[src/rtl/ula_pkg.sv]
// Shared widths, opcode constants and the flag bundle type for the REDUX-V ALU.
package ula_pkg;

    localparam int BITS = 8;
    localparam int OP   = 8;

    localparam logic [OP-1:0] OP_NOT = 8'd0;
    localparam logic [OP-1:0] OP_AND = 8'd1;
    localparam logic [OP-1:0] OP_OR  = 8'd2;
    localparam logic [OP-1:0] OP_XOR = 8'd3;
    localparam logic [OP-1:0] OP_ADD = 8'd4;
    localparam logic [OP-1:0] OP_SUB = 8'd5;
    localparam logic [OP-1:0] OP_SHL = 8'd6;
    localparam logic [OP-1:0] OP_SHR = 8'd7;

    typedef struct packed {
        logic [BITS-1:0] result;
        logic            zero;
        logic            neg;
        logic            carry;
    } ula_flags_t;

endpackage

[src/rtl/ula_flags_reg.sv]
// Synchronous-reset register holding the ALU result and its zero/neg/carry flags.
module ula_flags_reg
    import ula_pkg::*;
(
    input  logic            clk_in,
    input  logic            rst_in,
    input  logic [BITS-1:0] result_d,
    input  logic            zero_d,
    input  logic            neg_d,
    input  logic            carry_d,
    output logic [BITS-1:0] result_q_out,
    output logic            zero_q_out,
    output logic            neg_q_out,
    output logic            carry_q_out
);

    always_ff @(posedge clk_in) begin
        if (rst_in) begin
            result_q_out <= '0;
            zero_q_out   <= 1'b0;
            neg_q_out    <= 1'b0;
            carry_q_out  <= 1'b0;
        end else begin
            result_q_out <= result_d;
            zero_q_out   <= zero_d;
            neg_q_out    <= neg_d;
            carry_q_out  <= carry_d;
        end
    end

endmodule

[src/rtl/ula.sv]
// 8-bit ALU: combinational result from a_in/b_in/op_in, plus a registered
// copy of the result and status flags for the control unit.
module ula
    import ula_pkg::*;
(
    input  logic            clk_in,
    input  logic            rst_in,
    input  logic [BITS-1:0] a_in,
    input  logic [BITS-1:0] b_in,
    input  logic [OP-1:0]   op_in,
    output logic [BITS-1:0] result_out,
    output logic [BITS-1:0] result_q_out,
    output logic            zero_q_out,
    output logic            neg_q_out,
    output logic            carry_q_out
);

    logic [BITS:0] sum;
    logic [BITS:0] diff;
    ula_flags_t    flags;

    // The extra MSB is the ADD carry-out, and for SUB the borrow (set when a < b).
    assign sum  = {1'b0, a_in} + {1'b0, b_in};
    assign diff = {1'b0, a_in} - {1'b0, b_in};

    always_comb begin
        flags.result = '0;
        flags.carry  = 1'b0;
        case (op_in)
            OP_NOT: flags.result = ~b_in;
            OP_AND: flags.result = a_in & b_in;
            OP_OR:  flags.result = a_in | b_in;
            OP_XOR: flags.result = a_in ^ b_in;
            OP_ADD: begin
                flags.result = sum[BITS-1:0];
                flags.carry  = sum[BITS];
            end
            OP_SUB: begin
                flags.result = diff[BITS-1:0];
                flags.carry  = diff[BITS];
            end
            // A logical shift by the full b_in already yields zero once the amount reaches BITS.
            OP_SHL: flags.result = a_in << b_in;
            OP_SHR: flags.result = a_in >> b_in;
            default: begin
                flags.result = '0;
                flags.carry  = 1'b0;
            end
        endcase
        flags.zero = (flags.result == '0);
        flags.neg  = flags.result[BITS-1];
    end

    assign result_out = flags.result;

    ula_flags_reg u_flags_reg (
        .clk_in       (clk_in),
        .rst_in       (rst_in),
        .result_d     (flags.result),
        .zero_d       (flags.zero),
        .neg_d        (flags.neg),
        .carry_d      (flags.carry),
        .result_q_out (result_q_out),
        .zero_q_out   (zero_q_out),
        .neg_q_out    (neg_q_out),
        .carry_q_out  (carry_q_out)
    );

endmodule

[config.mk]
export PLATFORM = sky130hd
export DESIGN_NAME = ula
export DESIGN_NICKNAME = d
export VERILOG_FILES = /design/src/rtl/ula_pkg.sv /design/src/rtl/ula_flags_reg.sv /design/src/rtl/ula.sv
export SDC_FILE = /design/constraint.sdc
export NUM_CORES = 1
export LEC_CHECK = 0
export CAP_MARGIN = 10
export CORE_MARGIN = 3
export CORE_UTILIZATION = 53
export DETAILED_ROUTE_END_ITERATION = 6
export PLACE_DENSITY_LB_ADDON = 0.08
export SLEW_MARGIN = 25
export SYNTH_ARGS = -nofsm -noshare
export SYNTH_HDL_FRONTEND = slang
export SYNTH_SLANG_ARGS = --single-unit
[constraint.sdc]
create_clock -name clk_in -period 3.6 [get_ports clk_in]
set_clock_uncertainty 0.05 [all_clocks]
set_input_delay 0.72 -clock clk_in [delete_from_list [all_inputs] [get_ports clk_in]]
set_output_delay 0.72 -clock clk_in [all_outputs]
set_load 0.02 [all_outputs]
==> flow_summary.ini <==
[worst_setup_path]
cp.buffers_inverters = 3
worst_path_max_delay_cell = or4_4
critPathMostFrequentCell = a21oi_1
end_kind = output port
crit_path_cell_trace = dlygate4sd2_1, or4_4, buf_6, o21ai_0, a21oi_1, o21ai_1, a21oi_1, o31ai_4, buf_4
cp_max_fo = 6
startpoint = b_in[7]
path_delay_family = compound AO/OA/AOI/OAI gates
startpoint_type = input pin
endpoint = result_out[5]
cp_data_arrival_time_ns = 3.03
cp.depth = 9
path_class = input pin to output port
cpPeakStageDelay_ns = 0.66
crit_required_ns = 2.83

[timing]
finalHoldViolations = 0
fin_crit_sh_pct = 106
setup_violations = 8
worst-slew-pin-transition_ns = 0.566
clock.fmax_mhz = 263
setup_ws_ns = -0.204
slew_viol_final = 0
holdWs_ns = 1.27
slew-limit-headroom_pct = 61.3
fin_crit_ns = 3.80

[detailed_routing]
wire_per_inst_um = 33.0
drc_errors = 210
drt_wl_total_um = 15800
vias_per_cell = 8.22
ant_nets = 0
top_layer = met5
dr_wl_met2_um = 6210
met3_wirelength_um = 2690
drt-initial-drc-count = 1051
vias = 3923
wl_met1_um = 4590
drt_first_pass_iters = 7

[worst_hold_path]
min_path_type = input pin to register
hold_depth = 6

[synthesis]
ys_seq_elements = 10
synth_flop_cell = dfxtp_1
ys_types = 58
synth_area_um2 = 2270
synth_area_per_cell_um2 = 7.77
synth_warnings = 0
async_flop_share_pct = 0
synthCells = 292
synth_edf_count = 0
yosysSeqAreaShare_pct = 8.83
synth_fp_nets = 344

[power]
swShare_pct = 43.8
power_density_nw_per_um2 = 189
p_switching_w = 0.000325
seqPwrFrac_pct = 15.3
clkPwrFrac_pct = 19.8
intPower_w = 0.000416
pwr-share-comb_pct = 64.9
ir_drop_uv = 138
power_w = 0.000741
p_leak_nw = 1.78

[status]
violations = design-rule violations, negative setup slack
run_status = complete, but fails checks

[finish]
postLayoutCoreUtil_pct = 96.5
nFillCells = 85
nets = 480
syn2layout_area_growth_pct = 72.6
layout_commonest_cell = buf_4
num_antenna_cells = 0
drive_above_1_share_pct = 48.9
layout_common_cells = buf_4 (99), inv_1 (25), nor2_1 (22)

[run]
drv_cap = 0

[die]
start_util_pct = 55.9
die_width_um = 71.4
die_h_um = 71.4
coreArea_um2 = 4060
rows = 23
ios = 45
dieArea_um2 = 5100

[global_routing]
antenna_found_initial = 0
grt_use_total_pct = 47.0
grt_max_degree = 27
grt_pass1_vias = 3372
grt-ovfl-total = 0
grt_pass1_wl_um = 18600

[clock_tree]
cts_buffers = 3
clock_path_buffers = 2
cts_sinks = 10
cts_tree = yes
clk_pin_slew_ns = 0.05
ctsRootBufferMaster = clkbuf_8
h-tree-depth = 1

[place]
place.gp.congestion = 0.988
dp_hpwl_um = 6850
dp_slack_ns = -0.735
io_buffers = 44
==> synth_stat cells, types with 3 or more instances <==
library cell	n	share of area (%)
nand3b_1	4	1.3
o211ai_1	4	1.3
buf_2	9	2.0
or4_1	3	0.99
dfxtp_1	10	8.8
nand4_1	4	1.1
a211oi_1	6	2.0
nand3_1	4	0.88
a21o_1	4	1.3
ha_1	24	13
a22oi_1	5	1.7
nor2b_1	6	1.7
mux2i_1	10	4.4
mux4_2	8	7.9
o31ai_1	6	2.0
a21oi_1	21	4.6
buf_4	4	1.3
o21bai_1	3	0.99
nor2_1	24	4.0
xnor2_1	5	1.9
o21ai_0	14	3.1
nor3_1	11	2.4
nand2_1	17	2.8
clkbuf_1	6	0.99
inv_1	31	5.1
nor4_2	3	1.7
==> worst min path at each step <==
stage                                     start                     endpoint  slack (ns)
finish                                 op_in[0]      u_flags_reg.carry_q_out        1.27
detailed placement       u_flags_reg.zero_q_out                   zero_q_out        1.47
CTS                                     b_in[3]  u_flags_reg.result_q_out[0]        1.24
floorplan                                rst_in       u_flags_reg.zero_q_out        0.86
global placement    u_flags_reg.result_q_out[5]              result_q_out[5]        1.47
global route                           op_in[1]  u_flags_reg.result_q_out[0]        1.25
==> repair_timing <==
action,4_1_cts,5_1_grt
setup buffers,15,4
hold buffers,0,0
endpoints found under the hold margin,0,0
setup endpoints to repair,8,10
pin swaps,29,16
gates cloned,1,0
gates resized for setup,110,44
==> flip-flops by register name (all words and copies together) (netlist names) <==
signal / flops
u_flags_reg.carry_q_out: 1
u_flags_reg.result_q_out: 8
u_flags_reg.zero_q_out: 1
==> logic make-up (layout without fill, tap and decap cells) <==
group	count (synthesis)	count (layout)	synth area share (%)
buffers and inverters	54	189	10.8
adders and majority gates	26	26	15.0
muxes	18	18	12.4
and+or+nand+nor	94	94	24.3
DFF	10	10	8.83
AOI/OAI and AO/OA	85	85	26.9
xor gates and xnor gates	5	5	1.93
==> layer usage <==
metal,GRT usage (%),vias to the layer above
li1,-,1348
met1,59.0,1685
met2,76.8,589
met3,8.13,299
met4,24.8,2
met5,0,-
==> per-stage QoR <==
stage	instances	TNS [ns]	instance area, µm²
4_1_cts	474	0	3770
3_5_place_dp	455	-4.99	3350
6_report	477	-0.892	3920
2_1_floorplan	292	0	2270
5_1_grt	477	-0.684	3920
3_3_place_gp	455	-4.75	3350
==> area by class of cell <==
type                    count  area, µm²  share of cell area [%]
clock buffers               4       55.1                    1.41
inverters                  31        116                    2.97
multi-input cells         228       2150                    54.8
flip-flops and latches     10        200                    5.11
well taps                  50       62.6                    1.60
repair buffers            154       1330                    34.1
==> power groups by stage <==
| stage | logic, W | clock network, W | registers (W) |
|---|---|---|---|
| 2_1_floorplan | 0.000171 | 0 | 0.000117 |
| 3_3_place_gp | 0.000330 | 0 | 0.000115 |
| 3_5_place_dp | 0.000340 | 0 | 0.000115 |
| 4_1_cts | 0.000376 | 0.000143 | 0.000113 |
| 5_1_grt | 0.000479 | 0.000152 | 0.000113 |
| 6_report | 0.000481 | 0.000147 | 0.000113 |
No activity file was read; power rests on OpenSTA's default activity.
